[src/rtl/wb_pkg.sv]
// Shared types and widths for the register-file writeback path.
package wb_pkg;

    localparam int REG_W    = 5;
    localparam int DATA_W   = 32;
    localparam int NUM_REGS = 32;

    typedef struct packed {
        logic [REG_W-1:0]  rd;
        logic [DATA_W-1:0] data;
    } wb_entry_t;

    // One-hot decode of a register index; register 0 never shows as busy.
    function automatic logic [NUM_REGS-1:0] reg_onehot(input logic [REG_W-1:0] r);
        logic [NUM_REGS-1:0] v;
        v    = '0;
        v[r] = 1'b1;
        v[0] = 1'b0;
        return v;
    endfunction

endpackage

[src/rtl/wb_fifo.sv]
// Circular result queue for the mult/div unit. Entries can have their
// destination field cleared in place (squash) so a stale result still
// occupies its slot but later pops as a no-op write.
module wb_fifo
    import wb_pkg::*;
#(
    parameter int DEPTH = 4
) (
    input  logic                   clk,
    input  logic                   rst,
    input  logic                   push,
    input  wb_entry_t              push_entry,
    input  logic                   pop,
    input  logic                   squash_en,
    input  logic [REG_W-1:0]       squash_rd,
    output wb_entry_t              head,
    output logic [REG_W-1:0]       entry_rd [DEPTH],
    output logic [DEPTH-1:0]       entry_valid,
    output logic [$clog2(DEPTH):0] count,
    output logic                   full,
    output logic                   empty
);

    localparam int PTR_W = $clog2(DEPTH);
    localparam int CNT_W = PTR_W + 1;

    wb_entry_t        mem [DEPTH];
    logic [PTR_W-1:0] rd_ptr;
    logic [PTR_W-1:0] wr_ptr;
    logic             do_push;
    logic             do_pop;

    assign full    = (count == CNT_W'(DEPTH));
    assign empty   = (count == '0);
    assign do_push = push && !full;
    assign do_pop  = pop && !empty;
    assign head    = mem[rd_ptr];

    // Expose each slot's destination and whether it currently holds a queued entry.
    always_comb begin
        entry_valid = '0;
        for (int i = 0; i < DEPTH; i++) begin
            entry_rd[i]    = mem[i].rd;
            entry_valid[i] = ({1'b0, PTR_W'(PTR_W'(i) - rd_ptr)} < count);
        end
    end

    // Storage, pointers and occupancy; squash also applies to the entry being pushed.
    always_ff @(posedge clk) begin
        if (rst) begin
            rd_ptr <= '0;
            wr_ptr <= '0;
            count  <= '0;
            for (int i = 0; i < DEPTH; i++) begin
                mem[i] <= '0;
            end
        end else begin
            for (int i = 0; i < DEPTH; i++) begin
                if (squash_en && (mem[i].rd == squash_rd)) begin
                    mem[i].rd <= '0;
                end
            end
            if (do_push) begin
                mem[wr_ptr].rd   <= (squash_en && (push_entry.rd == squash_rd)) ? '0 : push_entry.rd;
                mem[wr_ptr].data <= push_entry.data;
                wr_ptr           <= wr_ptr + 1'b1;
            end
            if (do_pop) begin
                rd_ptr <= rd_ptr + 1'b1;
            end
            case ({do_push, do_pop})
                2'b10:   count <= count + 1'b1;
                2'b01:   count <= count - 1'b1;
                default: count <= count;
            endcase
        end
    end

endmodule

[src/rtl/writeback_arbiter.sv]
// Sole driver of the register file write port. In-order pipeline writes win
// over queued mult/div results; a starvation counter raises stall_pipe so the
// queue can drain. Optional feature macro: WB_BYPASS_EN adds a combinational
// forwarding port for the ID stage.
module writeback_arbiter
    import wb_pkg::*;
#(
    parameter int DEPTH        = 4,
    parameter int STARVE_LIMIT = 8
) (
    input  logic                   clk,
    input  logic                   rst,
    input  logic                   pipe_wb_en,
    input  logic [REG_W-1:0]       pipe_wb_reg,
    input  logic [DATA_W-1:0]      pipe_wb_value,
    input  logic                   mdu_valid,
    input  logic [REG_W-1:0]       mdu_reg,
    input  logic [DATA_W-1:0]      mdu_value,
    output logic                   mdu_ready,
    output logic [REG_W-1:0]       write_reg,
    output logic [DATA_W-1:0]      write_value,
    output logic                   stall_pipe,
    output logic [NUM_REGS-1:0]    busy_mask,
    output logic [$clog2(DEPTH):0] fifo_count
`ifdef WB_BYPASS_EN
    ,
    input  logic [REG_W-1:0]       byp_rs,
    input  logic [REG_W-1:0]       byp_rt,
    output logic [1:0]             byp_hit,
    output logic [DATA_W-1:0]      byp_data
`endif
);

    localparam int STARVE_W = $clog2(STARVE_LIMIT + 1);

    logic                pipe_win;
    logic                fifo_pop;
    logic                fifo_push;
    logic                fifo_full;
    logic                fifo_empty;
    wb_entry_t           push_entry;
    wb_entry_t           head;
    logic [REG_W-1:0]    entry_rd [DEPTH];
    logic [DEPTH-1:0]    entry_valid;
    logic [STARVE_W-1:0] starve_cnt;

    assign pipe_win   = !stall_pipe && pipe_wb_en && (pipe_wb_reg != '0);
    assign fifo_pop   = !pipe_win && !fifo_empty;
    assign mdu_ready  = !fifo_full;
    assign fifo_push  = mdu_valid && mdu_ready && (mdu_reg != '0);
    assign push_entry = {mdu_reg, mdu_value};

    wb_fifo #(
        .DEPTH (DEPTH)
    ) u_fifo (
        .clk         (clk),
        .rst         (rst),
        .push        (fifo_push),
        .push_entry  (push_entry),
        .pop         (fifo_pop),
        .squash_en   (pipe_win),
        .squash_rd   (pipe_wb_reg),
        .head        (head),
        .entry_rd    (entry_rd),
        .entry_valid (entry_valid),
        .count       (fifo_count),
        .full        (fifo_full),
        .empty       (fifo_empty)
    );

    // Registers that still have a result waiting in the queue.
    always_comb begin
        busy_mask = '0;
        for (int i = 0; i < DEPTH; i++) begin
            if (entry_valid[i]) begin
                busy_mask = busy_mask | reg_onehot(entry_rd[i]);
            end
        end
    end

    // Registered write port: the winner of this cycle commits next cycle.
    always_ff @(posedge clk) begin
        if (rst) begin
            write_reg   <= '0;
            write_value <= '0;
        end else if (pipe_win) begin
            write_reg   <= pipe_wb_reg;
            write_value <= pipe_wb_value;
        end else if (fifo_pop) begin
            write_reg   <= head.rd;
            write_value <= head.data;
        end else begin
            write_reg   <= '0;
        end
    end

    // Count cycles the queue head has been waiting; saturates at the limit.
    always_ff @(posedge clk) begin
        if (rst) begin
            starve_cnt <= '0;
        end else if (fifo_empty || fifo_pop) begin
            starve_cnt <= '0;
        end else if (starve_cnt != STARVE_W'(STARVE_LIMIT)) begin
            starve_cnt <= starve_cnt + 1'b1;
        end
    end

    // Hold off the pipeline once the head has starved, until the queue empties.
    always_ff @(posedge clk) begin
        if (rst) begin
            stall_pipe <= 1'b0;
        end else if (fifo_empty) begin
            stall_pipe <= 1'b0;
        end else if (starve_cnt >= STARVE_W'(STARVE_LIMIT)) begin
            stall_pipe <= 1'b1;
        end
    end

`ifdef WB_BYPASS_EN
    assign byp_hit[0] = (byp_rs == write_reg) && (write_reg != '0);
    assign byp_hit[1] = (byp_rt == write_reg) && (write_reg != '0);
    assign byp_data   = write_value;
`endif

endmodule

[config.mk]
export PLATFORM = sky130hd
export DESIGN_NAME = writeback_arbiter
export DESIGN_NICKNAME = d
export VERILOG_FILES = /design/src/rtl/wb_pkg.sv /design/src/rtl/wb_fifo.sv /design/src/rtl/writeback_arbiter.sv
export SDC_FILE = /design/constraint.sdc
export NUM_CORES = 1
export LEC_CHECK = 0
export CORE_ASPECT_RATIO = 1.75
export CORE_MARGIN = 3
export CORE_UTILIZATION = 45
export DETAILED_ROUTE_END_ITERATION = 7
export GPL_TIMING_DRIVEN = 0
export PLACE_DENSITY_LB_ADDON = 0.08
export SLEW_MARGIN = 20
export SYNTH_ARGS = -nofsm -noshare
export SYNTH_HDL_FRONTEND = slang
export SYNTH_SLANG_ARGS = --single-unit
[constraint.sdc]
create_clock -name clk -period 3.3 [get_ports clk]
set_input_delay 0.495 -clock clk [delete_from_list [all_inputs] [get_ports clk]]
set_output_delay 0.495 -clock clk [all_outputs]
set_load 0.005 [all_outputs]
# == After elaboration in Yosys (flattened, before gate mapping) ==
# Memories as Yosys holds them, arrays and structs flattened. A register that Yosys moved wholly into a read port is not among the register bits.
# Index checks and enable logic that the tools add are counted.
# W data, S select, Z words.
# classes
addsub,9
mul,0
div_mod_pow,0
magnitude_cmp,13
eq_ne,9
shift,0
mux,41
bitwise,7
reduce_logical,28
# ops
cell,count
$mux W32,6
$or A32 B32 Y32,3
$mux W5,7
$eq A5 B5 Y1,5
$lt A5 B6 Y1 const B,4
$mux W1,21
$demux W1 S5,4
$ge A5 B1 Y1 const B,4
$logic_and A1 B1 Y1,16
$lt A2 B3 Y1,4
$reduce_bool A5 Y1,2
$pmux W3 S2,1
$add A2 B1 Y2 const B,2
$add A4 B1 Y4 const B,1
$ge A4 B4 Y1 const B,1
$logic_not A1 Y1,4
$mux W2,2
$ne A4 B4 Y1 const B,1
$or A1 B1 Y1,4
$reduce_bool A2 Y1,2
$reduce_or A2 Y1,2
$sub A1 B2 Y2 const A,2
$sub A2 B2 Y2 const A,2
$add A3 B1 Y3 const B,1
6 further kinds,6
# word_totals
ff_bits,49
latch_bits,0
ramBits,148
rom_bits,0
in_bits,78
output_inout_bits,74
word_cells,115
mem_count,1
# memory_table
name,words,word_bits,read_ports,rd_clocked_by_memory_dff,write_ports,line,rtl
u_fifo.mem,4,37,5,1,5,wb_fifo.sv:27,wb_entry_t mem [DEPTH];

# == Depth between registers and ports, before layout ==
# Gate-level depths: netlist of the first run.
# An unclocked memory read counts as a cell.
# depth
ltp_word,12
depth_mapped,10
ltp_nobuf,9

# == Cells and area by module ==
# From an unflattened synthesis of the first run, not the netlist that was laid out.
# hier_totals
hier_cells,859
area_unflattened_um2,10685.2
# modules_own_cells
mod,instances,cells_each,area_per_inst_um2,seq_area_each_um2
wb_fifo,1,514,7632.3,4624.4
writeback_arbiter,1,345,3052.9,840.8

# == Least setup slack after synthesis of the first run ==
# OpenSTA, ideal clock, no wires.
# synth_timing
path_kind,input -> register
from,input port pipe_wb_reg[0]
to,register u_fifo.count[2]
setup_ns,0.071
t_arrival_ns,2.639
t_required_ns,3.229
setup_slack_ns,0.590
path_stages,10
path_buffers,1
cell_sequence,buf_4 or4_4 o21a_1 nor2_1 ha_1 inv_1 fa_1 xor2_1 or3_1 a21oi_1
# synth_via
elab_chain_len,7
elab_cells_between_ends,9
cone_classes,eq/ne (2); mux (1); reduce/logical (6)
# synth_rtl
element,line,rtl
from (decl),writeback_arbiter.sv:14,"input logic [REG_W-1:0] pipe_wb_reg,"
$reduce_bool A5 Y1 *,writeback_arbiter.sv:47,assign pipe_win = !stall_pipe && pipe_wb_en && (pipe_wb_reg != '0);
$logic_and A1 B1 Y1 *,writeback_arbiter.sv:47,
$logic_not A1 Y1 *,writeback_arbiter.sv:48,assign fifo_pop = !pipe_win && !fifo_empty;
$logic_and A1 B1 Y1 *,writeback_arbiter.sv:48,
$logic_and A1 B1 Y1 *,wb_fifo.sv:36,assign do_pop = pop && !empty;
named net u_fifo.do_pop,wb_fifo.sv:31,logic do_pop;
$eq A2 B1 Y1 / $eq A2 B2 Y1 (equally long branches),wb_fifo.sv:71,"case ({do_push, do_pop})"
$pmux W3 S2 / $reduce_bool A2 Y1 (equally long branches),-,
to (signal assigned),wb_fifo.sv:72,2'b10: count <= count + 1'b1;
to (signal assigned),wb_fifo.sv:73,2'b01: count <= count - 1'b1;
to (signal assigned),wb_fifo.sv:74,default: count <= count;
to (decl),wb_fifo.sv:19,"output logic [$clog2(DEPTH):0] count,"
# The timed path passes the listed nets; every way through them passes the cells marked *.
# A chain may end at the register's enable or synchronous reset.

# == Worst setup path in the final report of the first run ==
# layout_timing
from,register u_fifo.rd_ptr[0]
to,output port busy_mask[11]
# layout_via
elab_chain_len,9
elab_cells_between_ends,15
cone_classes,add/sub (4); order compare (4); mux (4); bitwise (3)
# layout_rtl
element,line,rtl
from (decl),wb_fifo.sv:28,logic [PTR_W-1:0] rd_ptr;
from (signal assigned),wb_fifo.sv:69,rd_ptr <= rd_ptr + 1'b1;
$sub A1 B2 Y2,wb_fifo.sv:44,"entry_valid[i] = ({1'b0, PTR_W'(PTR_W'(i) - rd_ptr)} < count);"
$lt A2 B3 Y1,wb_fifo.sv:44,
$mux W32,writeback_arbiter.sv:75,if (entry_valid[i]) begin
$or A32 B32 Y32,writeback_arbiter.sv:76,busy_mask = busy_mask | reg_onehot(entry_rd[i]);
$mux W32,writeback_arbiter.sv:75,
$or A32 B32 Y32,writeback_arbiter.sv:76,
$mux W32,writeback_arbiter.sv:75,
$or A32 B32 Y32,writeback_arbiter.sv:76,
$mux W32 *,writeback_arbiter.sv:75,
to (decl),writeback_arbiter.sv:23,"output logic [NUM_REGS-1:0] busy_mask,"
# Every way passes the cells marked *; elsewhere a longest branch is shown, timed or not.

==> results of run 1 <==
-- cell usage in the layout (no fill, tap or decap), types with 6 or more instances in the layout --
master	Yosys	routed
buf_6	2	7
a311oi_2	10	10
nor3b_1	10	10
nand2_1	99	99
clkdlybuf4s50_1	0	114
inv_1	16	16
a22oi_1	24	23
edfxtp_1	148	148
and2_1	129	129
clkbuf_1	46	45
ha_1	11	10
mux4_2	37	37
nand3_1	54	54
buf_2	16	15
buf_1	7	7
nor2_1	53	53
a32oi_1	17	15
xor2_1	19	19
nor2b_1	14	8
dlymetal6s2s_1	0	30
clkbuf_16	0	17
nand4_1	6	6
and3_1	23	23
xnor2_1	13	12
a311oi_1	22	22
buf_4	3	11
dfxtp_1	51	50
a2111oi_4	0	6
-- how the worst min path moves through the flow --
stage,startpoint,endpoint
after floorplan,starve_cnt[3],stall_pipe
after global placement,write_value[0],write_value[0]
after detailed placement,write_value[17],write_value[17]
after CTS,pipe_wb_reg[0],write_reg[0]
after global routing,pipe_wb_reg[0],write_reg[0]
final,pipe_wb_reg[0],write_reg[0]
-- layout make-up --
class,count,share of cell area
inverters,16,0.004530
plain buffers,74,0.02595
clock buffers,19,0.03265
flip-flops and latches,199,0.4123
repair buffers,159,0.1263
well taps,296,0.02794
clock inverters,13,0.01161
multi-input cells,615,0.3587
-- critical path, cell delays in order (launching register included) --
cell           delay, ns
dfxtp_1             0.30
buf_4               0.16
xnor2_2             0.14
inv_1               0.06
ha_1                0.29
nor2b_4             0.17
a2111oi_4           0.34
buf_6               0.22
a22oi_1             0.11
nand3_1             0.14
dlygate4sd2_1       0.24
-- synth_stat cells, types with 10 or more instances --
| library cell | n | share of area |
|---|---|---|
| a311oi_2 | 10 | 0.014 |
| edfxtp_1 | 148 | 0.43 |
| a22oi_1 | 24 | 0.017 |
| and3_1 | 23 | 0.014 |
| clkbuf_1 | 46 | 0.017 |
| mux4_2 | 37 | 0.080 |
| a311oi_1 | 22 | 0.019 |
| inv_1 | 16 | 0.0058 |
| nor2_1 | 53 | 0.019 |
| nor2b_1 | 14 | 0.0085 |
| a32oi_1 | 17 | 0.014 |
| buf_2 | 16 | 0.0077 |
| dfxtp_1 | 51 | 0.099 |
| xor2_1 | 19 | 0.016 |
| nand3_1 | 54 | 0.026 |
| nor3b_1 | 10 | 0.0072 |
| ha_1 | 11 | 0.013 |
| nand2_1 | 99 | 0.036 |
| and2_1 | 129 | 0.078 |
| xnor2_1 | 13 | 0.011 |
-- what timing repair did --
item                       4_1_cts  5_1_grt
pin swaps                       14        5
buffers inserted                13        1
resized for setup               40       34
setup endpoints to repair       31       30
-- kinds of logic after synthesis --
| kind of cell | synth area share |
|---|---|
| muxes | 0.08239 |
| and+or+nand+nor | 0.2179 |
| xor gates and xnor gates | 0.02706 |
| DFF | 0.5277 |
| adders and majority gates | 0.01522 |
| buffers and inverters | 0.03709 |
| other | 0.0003621 |
| AOI/OAI and AO/OA | 0.09229 |
-- routing by layer --
metal,track usage,wire length (um),vias to the layer above
met4,0.1220,1424,0
li1,-,-,3666
met2,0.5069,18110,284
met5,0,0,-
met1,0.2720,11540,3918
met3,0.04089,1385,84
-- power by group through the flow --
stage                     combinational, uW  clock [uW]  sequential [uW]
final                                  2930        2130             3120
after global routing                   3130        2210             3150
after CTS                              2910        2150             3120
after detailed placement               2590           0             3170
after global placement                 2510           0             3160
after floorplan                        1490           0             3130
-- per-stage QoR --
step,power [uW],util,hold slack (ns),TNS (ns),std cells
global route,8486,0.5934,0.3908,0,1391
CTS,8179,0.5888,0.3841,0,1390
finish,8180,0.5934,0.3885,0,1391
detailed placement,5752,0.5487,0.4731,-7.762,1345
floorplan,4623,-,0.4688,0,904
global placement,5665,0.5451,0.4702,-12.12,1345
==> metrics.md, run 1 <==
| Metric | Value |
|---|---|
| Run status | `complete, no violations` |
| Layout filler cell count | `1973` |
| Seq pwr share | `0.381` |
| Die W | `120.7 um` |
| FF-to-FF Start | `u_fifo.count[2]` |
| Avg Cell Area, Syn | `11.46 um2` |
| Pins over their slew limit | `0` |
| Num rows | `72` |
| Root Buffer | `clkbuf_16` |
| Area grow syn2layout | `28.00%` |
| Die Y-Extent | `206.7 um` |
| Register Area | `0.005466 mm2` |
| Leak | `0.005335 uW` |
| RSZ-0062 raised after global routing | `false` |
| Main flop type after synthesis | `edfxtp_1` |
| Switch share | `0.3388` |
| Die Area | `0.02495 mm2` |
| Core box area | `0.02234 mm2` |
| CTS Buf Count | `17` |
| Setup Viol. Count Final | `0` |
| DRC viols | `0` |
| Hold Crit Class | `input port to flip-flop` |
| Vias in the first global route | `8241` |
| Clock power share | `0.260` |
| Crit. Startpoint | `u_fifo.rd_ptr[0]` |
| Max VDD drop | `0.0004170 V` |
| Post-DP HPWL | `22930 um` |
| Fraction of layout cells with a size suffix above 1 | `0.1406` |
| Reg2reg end | `u_fifo.count[2]` |
| Power density cells | `617.0 mW/mm2` |
| Fin Clk Skew | `0.01182 ns` |
| Clk sinks | `199` |
| Antenna Nets Post-Route | `0` |
| Total Nets Final | `1172` |
| Worst setup path end | `busy_mask[11]` |
| Pin count of the biggest net entering global routing | `34` |
| Mapped Area | `0.01036 mm2` |
| Combinational share of power | `0.358` |
| Via density | `5.717` |
| Warnings from Yosys | `0` |
| Drt wl/cell | `23.34 um` |
| Period utilization | `0.9444` |
| Final wirelength | `32460 um` |
| Routability cong. | `0.9116` |
| Design area | `0.01326 mm2` |
| Initial Utilization | `0.4636` |
| Initial antenna violation count | `0` |
| Iter 0 DRT Violations | `572` |
| Vias | `7952` |
| Worst-path fanout max | `9` |
| CTS tree | `done` |
| Setup WS post-layout | `0.1834 ns` |
| Switch Pwr | `2772 uW` |
| First-pass GRT wire length | `48480 um` |
| Clock Path Buffers | `2` |
| Ys async rst share | `0` |
| Final min period | `3.117 ns` |
| Worst rel slew slack | `0.2912` |
| Gr ovfl total | `0` |
| Ant. Diodes | `0` |
| CP required | `2.80 ns` |
| All-Layer GR Usage | `0.2616` |
| Hold-fix buffers, CTS | `0` |
| Max-cap violation count | `0` |
| Distinct cells, synth | `49` |
| Hold depth | `3` |
| Worst Path Class, Setup | `flip-flop to output pin` |
| Number of hold violations in the final report | `0` |
| I/O Buffers | `145` |
| Number of flops mapped to enable cells by yosys | `148` |
| Clock Latency Late Sink | `0.44 ns` |
| Area of the multi-input gates | `0.004756 mm2` |
| CP Launch Type | `flip-flop` |
| Max FFs per register | `148` |
| Crit end category | `output pin` |
| Post-DP Area | `0.01226 mm2` |
| Syn_nets | `994` |
| Reg2Reg Setup Slack | `0.29 ns` |
| Slew @ Worst Pin | `1.063 ns` |
| R2R cell count | `10` |
| Pre-antenna DRT Iters | `5` |
| Io pins | `152` |
| Pre-CTS setup slack | `-0.2339 ns` |
| Arr. time, crit path | `2.62 ns` |
| H-tree depth | `4` |
| Sequential fraction of the synthesis area | `0.5277` |
| Yosys reg bits | `199` |
| Cell count after synthesis | `904` |
| Fmax | `320.9 MHz` |
| Worst-path clk slew | `0.07 ns` |
| Power Internal | `5409 uW` |
No activity file was read; power rests on OpenSTA's default activity.
==> run 2: changes to the inputs <==
--- a/config.mk
+++ b/config.mk
@@ -10,7 +10,7 @@
 export CORE_UTILIZATION = 45
 export DETAILED_ROUTE_END_ITERATION = 7
 export GPL_TIMING_DRIVEN = 0
-export PLACE_DENSITY_LB_ADDON = 0.08
+export PLACE_DENSITY = 0.68
 export SLEW_MARGIN = 20
 export SYNTH_ARGS = -nofsm -noshare
 export SYNTH_HDL_FRONTEND = slang
==> metrics.md, run 2 (synthesis results as in run 1) <==
| Metric | Value |
|---|---|
| Run status | `complete, no violations` |
| Post-DP HPWL | `21840 um (-4.8%)` |
| Clock Path Buffers | `2 (unchanged)` |
| DRC viols | `0 (unchanged)` |
| Num rows | `72 (unchanged)` |
| Initial antenna violation count | `1 (+1)` |
| Initial Utilization | `0.4636 (unchanged)` |
| Max-cap violation count | `0 (unchanged)` |
| FF-to-FF Start | `u_fifo.count[2]` |
| Final Total Pwr | `7993 uW (-2.3%)` |
| Core box area | `0.02234 mm2 (unchanged)` |
| Io pins | `152 (unchanged)` |
| Fin Clk Skew | `0.009391 ns (-0.002433 ns)` |
| Final wirelength | `30960 um (-4.6%)` |
| Iter 0 DRT Violations | `708 (+24%)` |
| Most frequent cells in the layout | `edfxtp_1 (148), and2_1 (129), clkdlybuf4s50_1 (114)` |
| CP required | `2.80 ns (about the same)` |
| Worst rel slew slack | `0.3131 (+0.02187)` |
| Total Neg Setup Slack | `0 ns (unchanged)` |
| Power density cells | `604.2 mW/mm2 (-2.1%)` |
| Buf+Inv Stages, Crit Path | `7 (+3)` |
| Antenna Nets Post-Route | `0 (unchanged)` |
| Pre-antenna DRT Iters | `6 (+1)` |
| Pin count of the biggest net entering global routing | `34 (unchanged)` |
| Clk sinks | `199 (unchanged)` |
| CTS tree | `done` |
| Worst setup path end | `busy_mask[9]` |
| Slew @ Worst Pin | `1.030 ns (-0.03280 ns)` |
| Leak | `0.005325 uW (-0.19%)` |
| Commonest non-fill, non-tap cell in the layout | `edfxtp_1` |
| Root Buffer | `clkbuf_16` |
| I/O Buffers | `145 (unchanged)` |
| Setup Viol. Count Final | `0 (unchanged)` |
| Reg2reg end | `u_fifo.count[2]` |
| Worst-path clk slew | `0.07 ns (about the same)` |
| Drt wl/cell | `22.20 um (-4.9%)` |
| Period utilization | `0.9731 (+0.02871)` |
| Worst Path Class, Setup | `flip-flop to output pin` |
| Fraction of layout cells with a size suffix above 1 | `0.1430 (+0.002348)` |
| Arr. time, crit path | `2.72 ns (+0.10 ns)` |
| Worst-path fanout max | `9 (unchanged)` |
| Number of hold violations in the final report | `0 (unchanged)` |
| Pins over their slew limit | `0 (unchanged)` |
| Clock Latency Late Sink | `0.44 ns (about the same)` |
| H-tree depth | `4 (unchanged)` |
| Reg2Reg Setup Slack | `0.28 ns (about the same)` |
| CP Launch Type | `flip-flop` |
| Max VDD drop | `0.0003959 V (-5.0%)` |
| CP peak stage delay | `0.30 ns (-0.04 ns)` |
| Crit end category | `output pin` |
| Crit-path leading delay family | `buffers and inverters` |
| CTS Buf Count | `17 (unchanged)` |
| Top cell by count, worst path | `buf_4` |
| CP cell instances | `buf_4, xnor2_2, inv_1, ha_1, nor2b_4, a2111oi_4, buf_6, buf_4, buf_4, buf_4, a22oi_1, nand2_1, dlymetal6s2s_1` |
| Total Nets Final | `1175 (+0.26%)` |
| Die Area | `0.02495 mm2 (unchanged)` |
| Vias in the first global route | `8115 (-1.5%)` |
| Area grow syn2layout | `27.74%` |
| Die Y-Extent | `206.7 um (unchanged)` |
| Crit. Startpoint | `u_fifo.rd_ptr[0]` |
| Crit. path cell count | `13 (+3)` |
| Max FFs per register | `148 (unchanged)` |
| Vias | `7995 (+0.54%)` |
| Hold Crit Class | `input port to flip-flop` |
| Slowest-stage cell, CP | `dfxtp_1` |
| Post-route core utilization | `0.5922 (-0.001232)` |
| All-Layer GR Usage | `0.2462 (-0.01540)` |
| Fmax | `311.4 MHz (-3.0%)` |
| R2R cell count | `10 (unchanged)` |
| Routability cong. | `0.9848 (+8.0%)` |
| Hold-fix buffers, CTS | `0 (unchanged)` |
| Final min period | `3.211 ns (+0.09475 ns)` |
| Die W | `120.7 um (unchanged)` |
| Via density | `5.731 (+0.25%)` |
| Gr ovfl total | `0 (unchanged)` |
| First-pass GRT wire length | `45970 um (-5.2%)` |
[run 2: cell types whose count changed in the layout (fill, tap and decap cells not counted), moves of 2 or more]
cell       change
buf_4          +3
bufinv_16      -3
clkbuf_16      +2
clkinv_1       -2
clkinv_2       -2
inv_4          +2
nor4b_2        +2
nor4b_4        -2
[run 2: how the worst min path moves through the flow]
stage | startpoint | slack (ns) | endpoint | cells after the start
3_3_place_gp | write_value[5] | 0.47 | write_value[5] | 2
5_1_grt | pipe_wb_reg[0] | 0.43 | write_reg[0] | 3
4_1_cts | pipe_wb_reg[0] | 0.40 | write_reg[0] | 3
2_1_floorplan | starve_cnt[3] | 0.47 | stall_pipe | 1
6_report | pipe_wb_reg[0] | 0.42 | write_reg[0] | 3
3_5_place_dp | write_value[30] | 0.47 | write_value[30] | 2
[run 2: power breakdown]
part | leakage [uW] | internal, uW | total, uW | switching [uW]
clock network | 0.000278 | 1100 | 2020 | 921
logic | 0.00309 | 1210 | 2850 | 1640
registers | 0.00196 | 2980 | 3120 | 140
total | 0.00532 | 5300 | 7990 | 2700
[run 2: per-layer routing]
metal,wire [um],global-route usage,up-vias,part of all wire
met5,0,0,-,0
met4,1626,0.1438,0,0.053
met3,1456,0.03299,102,0.047
met2,17220,0.4721,330,0.56
li1,-,-,3675,-
met1,10660,0.2512,3888,0.34
[run 2: repair_timing]
action                                  CTS  global route
endpoints found under the hold margin     0             0
endpoints found under the setup margin   31            30
pin swaps                                11            13
gates resized for setup                  36            41
buffers inserted                         11             6
[run 2: cell type report]
class | count | area [um2]
Timing Repair Buffer | 162 | 1688
Multi-Input combinational cell | 615 | 4726
Clock inverter | 8 | 58.81
Sequential cell | 199 | 5469
Antenna cell | 1 | 2.502
Clock buffer | 24 | 514.2
Fill cell | 1902 | 9111
Buffer | 74 | 337.8
Tap cell | 296 | 370.4
Inverter | 16 | 63.81
[run 2: worst min-delay path: stages]
cell      delay (ns)
buf_4           0.16
nand3b_1        0.09
nand2_1         0.06
[run 2: stage by stage]
step           area [um2]  hold WS (ns)  worst slack, ns  cells
3_5_place_dp        12190        0.4740          -0.3247   1345
2_1_floorplan       10360        0.4688           0.5900    904
6_report            13230        0.4186          0.08862   1395
5_1_grt             13230        0.4336         -0.01802   1395
3_3_place_gp        12180        0.4692          -0.3337   1345
4_1_cts             13060        0.4048         0.002910   1388
==> run 3: changes to the inputs <==
--- a/config.mk
+++ b/config.mk
@@ -5,6 +5,7 @@
 export SDC_FILE = /design/constraint.sdc
 export NUM_CORES = 1
 export LEC_CHECK = 0
+export CAP_MARGIN = 15
 export CORE_ASPECT_RATIO = 1.75
 export CORE_MARGIN = 3
 export CORE_UTILIZATION = 45
==> results of run 3 <==
Same layout as run 2: the final DEF is identical, and so are final timing and power.
